==> src/rtl/ahbl_pkg.sv <==
// ahbl_pkg: shared AHB-Lite HTRANS encodings and splitter decode-error FSM states
package ahbl_pkg;
  localparam logic [1:0] HTRANS_IDLE = 2'b00;
  localparam logic [1:0] HTRANS_BUSY = 2'b01;
  localparam logic [1:0] HTRANS_NSEQ = 2'b10;
  localparam logic [1:0] HTRANS_SEQ  = 2'b11;
  typedef enum logic [1:0] {DEC_IDLE, DEC_ERR1, DEC_ERR2} dec_state_t;
endpackage

==> src/rtl/onehot_mux.sv <==
// onehot_mux: AND-OR selector of N W-bit inputs by a one-hot (or zero) select
module onehot_mux #(
  parameter int N = 2,
  parameter int W = 32
) (
  input  logic [N-1:0]   sel,
  input  logic [N*W-1:0] din,
  output logic [W-1:0]   dout
);
  always_comb begin
    dout = '0;
    for (int i = 0; i < N; i++) dout = dout | (din[i*W +: W] & {W{sel[i]}});
  end
endmodule

==> src/rtl/ahbl_splitter.sv <==
// ahbl_splitter: one AHB-Lite master to N_PORTS slaves with address decode and response mux.
// Define AHBL_SPLITTER_DECERR_EN to answer unmapped active transfers with a two-cycle ERROR.
module ahbl_splitter
  import ahbl_pkg::*;
#(
  parameter int N_PORTS = 2,
  parameter int W_ADDR = 32,
  parameter int W_DATA = 32,
  parameter logic [N_PORTS*W_ADDR-1:0] ADDR_MAP = {32'h40000000, 32'h00000000},
  parameter logic [N_PORTS*W_ADDR-1:0] ADDR_MASK = {32'hf0000000, 32'hf0000000},
  parameter logic [N_PORTS-1:0] CONN_MASK = '1
) (
  input  logic                      clk,
  input  logic                      rst,
  input  logic [W_ADDR-1:0]         src_haddr,
  input  logic                      src_hwrite,
  input  logic [1:0]                src_htrans,
  input  logic [2:0]                src_hsize,
  input  logic [2:0]                src_hburst,
  input  logic [3:0]                src_hprot,
  input  logic                      src_hmastlock,
  input  logic [W_DATA-1:0]         src_hwdata,
  input  logic                      src_hexcl,
  input  logic [7:0]                src_hmaster,
  input  logic [W_ADDR-1:0]         src_d_pc,
  input  logic [W_DATA-1:0]         src_hartid,
  input  logic                      src_hready,
  output logic                      src_hready_resp,
  output logic                      src_hresp,
  output logic                      src_hexokay,
  output logic [W_DATA-1:0]         src_hrdata,
  output logic [N_PORTS*W_ADDR-1:0] dst_haddr,
  output logic [N_PORTS-1:0]        dst_hwrite,
  output logic [N_PORTS*2-1:0]      dst_htrans,
  output logic [N_PORTS*3-1:0]      dst_hsize,
  output logic [N_PORTS*3-1:0]      dst_hburst,
  output logic [N_PORTS*4-1:0]      dst_hprot,
  output logic [N_PORTS-1:0]        dst_hmastlock,
  output logic [N_PORTS*W_DATA-1:0] dst_hwdata,
  output logic [N_PORTS-1:0]        dst_hexcl,
  output logic [N_PORTS*8-1:0]      dst_hmaster,
  output logic [N_PORTS*W_ADDR-1:0] dst_d_pc,
  output logic [N_PORTS*W_DATA-1:0] dst_hartid,
  output logic [N_PORTS-1:0]        dst_hready,
  input  logic [N_PORTS-1:0]        dst_hready_resp,
  input  logic [N_PORTS-1:0]        dst_hresp,
  input  logic [N_PORTS-1:0]        dst_hexokay,
  input  logic [N_PORTS*W_DATA-1:0] dst_hrdata,
  output logic [N_PORTS-1:0]        split_slave_sel_d
);
  logic [N_PORTS-1:0] match, slave_sel_a;
  logic mux_ready, mux_resp, mux_exokay, err_act, err_rdy;
  logic [W_DATA-1:0] mux_rdata;
  always_comb begin
    match = '0;
    for (int i = 0; i < N_PORTS; i++)
      match[i] = CONN_MASK[i] && ((src_haddr & ADDR_MASK[i*W_ADDR +: W_ADDR]) == ADDR_MAP[i*W_ADDR +: W_ADDR]);
  end
  // isolate the lowest set bit so the lowest-index match wins
  assign slave_sel_a = match & (~match + N_PORTS'(1));
  for (genvar g = 0; g < N_PORTS; g++) begin : g_trans
    assign dst_htrans[g*2 +: 2] = slave_sel_a[g] ? src_htrans : HTRANS_IDLE;
  end
  assign dst_haddr     = {N_PORTS{src_haddr}};
  assign dst_hwrite    = {N_PORTS{src_hwrite}};
  assign dst_hsize     = {N_PORTS{src_hsize}};
  assign dst_hburst    = {N_PORTS{src_hburst}};
  assign dst_hprot     = {N_PORTS{src_hprot}};
  assign dst_hmastlock = {N_PORTS{src_hmastlock}};
  assign dst_hwdata    = {N_PORTS{src_hwdata}};
  assign dst_hexcl     = {N_PORTS{src_hexcl}};
  assign dst_hmaster   = {N_PORTS{src_hmaster}};
  assign dst_d_pc      = {N_PORTS{src_d_pc}};
  assign dst_hartid    = {N_PORTS{src_hartid}};
  assign dst_hready    = {N_PORTS{src_hready}};
  always_ff @(posedge clk)
    if (rst) split_slave_sel_d <= '0;
    else if (src_hready) split_slave_sel_d <= src_htrans[1] ? slave_sel_a : '0;
  onehot_mux #(.N(N_PORTS), .W(1)) u_mux_ready (.sel(split_slave_sel_d), .din(dst_hready_resp), .dout(mux_ready));
  onehot_mux #(.N(N_PORTS), .W(1)) u_mux_resp (.sel(split_slave_sel_d), .din(dst_hresp), .dout(mux_resp));
  onehot_mux #(.N(N_PORTS), .W(1)) u_mux_exokay (.sel(split_slave_sel_d), .din(dst_hexokay), .dout(mux_exokay));
  onehot_mux #(.N(N_PORTS), .W(W_DATA)) u_mux_rdata (.sel(split_slave_sel_d), .din(dst_hrdata), .dout(mux_rdata));
`ifdef AHBL_SPLITTER_DECERR_EN
  dec_state_t state, state_nx;
  logic new_err;
  assign new_err = src_hready && src_htrans[1] && ~|slave_sel_a;
  assign state_nx = (state == DEC_ERR1) ? DEC_ERR2 : new_err ? DEC_ERR1 : DEC_IDLE;
  always_ff @(posedge clk)
    if (rst) begin
      state <= DEC_IDLE;
      err_act <= 1'b0;
      err_rdy <= 1'b0;
    end else begin
      state <= state_nx;
      err_act <= state_nx != DEC_IDLE;
      err_rdy <= state_nx == DEC_ERR2;
    end
`else
  assign err_act = 1'b0;
  assign err_rdy = 1'b0;
`endif
  assign src_hready_resp = err_act ? err_rdy : (~|split_slave_sel_d | mux_ready);
  assign src_hresp = err_act | mux_resp;
  assign src_hexokay = ~err_act & mux_exokay;
  assign src_hrdata = err_act ? '0 : mux_rdata;
endmodule

==> config.mk <==
export PLATFORM = sky130hd
export DESIGN_NAME = ahbl_splitter
export DESIGN_NICKNAME = d
export VERILOG_FILES = /design/src/rtl/ahbl_pkg.sv /design/src/rtl/onehot_mux.sv /design/src/rtl/ahbl_splitter.sv
export SDC_FILE = /design/constraint.sdc
export NUM_CORES = 1
export LEC_CHECK = 0
export ABC_CLOCK_PERIOD_IN_PS = 2100
export BUFFER_PORTS_ARGS = -buffer_cell sky130_fd_sc_hd__buf_2
export CELL_PAD_IN_SITES_DETAIL_PLACEMENT = 0
export CELL_PAD_IN_SITES_GLOBAL_PLACEMENT = 1
export CORE_AREA = 2 2 220 222
export CTS_CLUSTER_SIZE = 8
export DETAILED_ROUTE_END_ITERATION = 8
export DIE_AREA = 0 0 222 224
export PLACE_DENSITY_LB_ADDON = 0.1
export RECOVER_POWER = 50
export SLEW_MARGIN = 20
export SYNTH_ARGS = -nofsm -noshare
export SYNTH_HDL_FRONTEND = slang
export SYNTH_SLANG_ARGS = --single-unit
==> constraint.sdc <==
create_clock -name clk -period 2.1 [get_ports clk]
set_input_delay 0 -clock clk [delete_from_list [all_inputs] [get_ports clk]]
set_output_delay 0 -clock clk [all_outputs]
set_load 0.02 [all_outputs]
==> impl_metrics.csv <==
group,metric,value,unit
status,status,"completed",
floorplan,fp.coreArea,47350,sq um
place,port_buffers,129,
route,drtIter0Drc,66,
layout,fin_util,4.160,%
cts,ctsHoldBuffers,0,
global_routing,grt_pass1_wl,11.93,mm
cts,clk_pin_slew,0.03,ns
route,detail_route.wl_per_cell,11.38,microns
sta,slew_headroom,62.72,%
synthesis,netlist_area,2724,sq um
synthesis,synth_top_area_share,82.68,%
critical_path,crit_path_start_kind,"flip-flop",
critical_path,cpPeakStageDelay,0.66,ns
power_and_ir_drop,peakVddDrop,0.1337,mV
global_routing,grt_max_degree,30,
layout,final_layout_size_suffix_gt1_share,74.59,%
critical_path,crit_path_top_delay_cell,"dfxtp_1",
route,vias,1394,
synthesis,synth_top_cell_by_area,"buf_4",
sta,setup_viol,0,
critical_path,crit_path_end_kind,"output pin",
sta,period_share,72.23,%
floorplan,rows,80,
layout,reg.largest.list,"split_slave_sel_d (2)",
critical_path,critPathRequiredTime,2.10,ns
cts,clockBufferDepth,2,
global_routing,antenna_found_initial,0,
cts,postCtsResizedCells,0,
critical_path,cp_max_fo,27,
sta,fin_worst_skew,0,ns
synthesis,synth_area_leaders,"buf_4, a22o_1, dfxtp_1, buf_1, or3b_2",
cts,cts_tree,"done",
sta,rsz0062_at_grt,"false",
global_routing,grtUsageTotal,3.327,%
route,wl,9.107,mm
floorplan,pin_count,565,
synthesis,syn_nets,583,
global_routing,grt-ovfl-total,0,
sta,fin_crit,1.517,ns
synthesis,postSynthCellCount,359,
layout,diodes,0,
route,first_pass_iters,4,
synthesis,yosysSeqAreaShare,1.470,%
flow_run,cap_violations,0,
layout,layout.nets,411,
synthesis,ys_types,16,
sta,setup_tns,0,ns
cts,cts.sinks,2,
floorplan,die_area,49730,sq um
layout,largest_reg_flops,2,
cts,cts_buffers,3,
place,placed_cell_area,1894,sq um
layout,area_growth,-27.70,%
sta,slew_viol_final,0,
global_routing,grt_pass1_vias,1637,
floorplan,fp.dieH,224,microns
critical_path,worstPathCellList,"buf_12 > a22o_1 > buf_2",
route,vias_per_cell,1.743,
route,ant_nets,0,
hold_path,min_path_type,"in -> out",
cts,cts_root_buf,"clkbuf_16",
layout,regMostFlops,"split_slave_sel_d",
sta,fmax,659.3,MHz
synthesis,synth_warnings,0,
route,drc,0,
sta,tightest_slew,0.5584,ns
layout,fin_area,1969,sq um
layout,nFillCells,5638,
cts,cts_max_level,1,
floorplan,initial_core_util,5.753,%
sta,hold_violations,0,
power_and_ir_drop,power.density,237.2,nW/um^2
power_and_ir_drop,p_leak,0.7878,nW
place,routabilityCongestion,0.6735,
synthesis,syn_avg_cell_area,7.587,sq um
cts,insertion_delay,0.22,ns
synthesis,ys_ff_latch,2,
critical_path,cp_data_arrival_time,1.52,ns
critical_path,crit_type,"reg -> out",
cts,postCtsSetupBuffers,0,
floorplan,fp.dieW,222,microns
cell type report:
class / count / area (sq um) / share of cell area [%]
Tap cell: 615 / 769.5 / 39.07
Sequential cell: 2 / 40.04 / 2.033
Timing Repair Buffer: 131 / 685.7 / 34.82
Clock buffer: 3 / 75.07 / 3.812
Multi-Input combinational cell: 47 / 391.6 / 19.89
Inverter: 2 / 7.507 / 0.3812
cells in the final DEF, fill, tap and decap left out:
master,count
nand2_1,1
a22o_1,34
a22oi_1,1
or4b_4,1
inv_1,2
dfxtp_1,2
clkbuf_16,3
o21ai_0,1
or3b_2,2
buf_2,129
nor3_1,1
buf_12,2
o32ai_1,1
o31ai_2,1
and3_1,2
nor2_1,2
metal layers:
layer | GRT usage [%] | up-vias | wire length [microns]
met5 | 0.3910 | - | 0
li1 | - | 503 | -
met3 | 3.240 | 93 | 2113
met4 | 3.008 | 0 | 717
met2 | 5.782 | 273 | 4468
met1 | 1.815 | 525 | 1808
where the power goes:
| group | total [W] | internal, W | switching, W |
|---|---|---|---|
| Combinational | 0.000144 | 0.0000718 | 0.0000718 |
| Clock | 0.000284 | 0.000242 | 0.0000415 |
| Sequential | 0.0000400 | 0.0000386 | 0.00000136 |
| Total | 0.000467 | 0.000352 | 0.000115 |
cell families after synthesis:
family	share of synthesized area, %
buffers and inverters	84.15
AO/OA/AOI/OAI	12.17
AND/OR/NAND/NOR	2.205
flip-flops	1.470
critical path: cells and delay by family (launching register included):
| family | cells | cell delay [ns] |
|---|---|---|
| buffers and inverters | 2 | 0.43 |
| flip-flops | 1 | 0.66 |
| AO/OA/AOI/OAI | 1 | 0.18 |
cell usage after synthesis:
master and count:
buf_2 2, o32ai_1 1, dfxtp_1 2, buf_4 300
inv_1 2, nor3_1 1, a22oi_1 1, a22o_1 34
o21ai_0 1, nor2_1 2, nand2_1 1, o31ai_2 1
or4b_4 1, buf_1 6, or3b_2 2, and3_1 2
per-stage QoR:
step                      std cells  setup slack (ns)  hold slack, ns  power (W)
final                           800            0.5832     0.000004725  0.0004672
after floorplan                 359            0.8626         0.07979  0.0008991
after global placement          797            0.7649       0.0001996  0.0001904
after detailed placement        797            0.7474       0.0001996  0.0001876
after CTS                       800            0.5039       0.0001996  0.0004770
after global routing            800            0.4832      0.00004263  0.0004880
final timing paths:
path | to | depth (start not counted) | startpoint | slack (ns)
max | src_hrdata[12] | 3 | split_slave_sel_d[1] | 0.58
min | dst_d_pc[35] | 0 | src_d_pc[3] | 0.000005
max reg2reg | split_slave_sel_d[1] | 2 | split_slave_sel_d[1] | 0.79
min reg2reg | split_slave_sel_d[1] | 2 | split_slave_sel_d[1] | 0.86
Power figures use the tool's default switching activity.
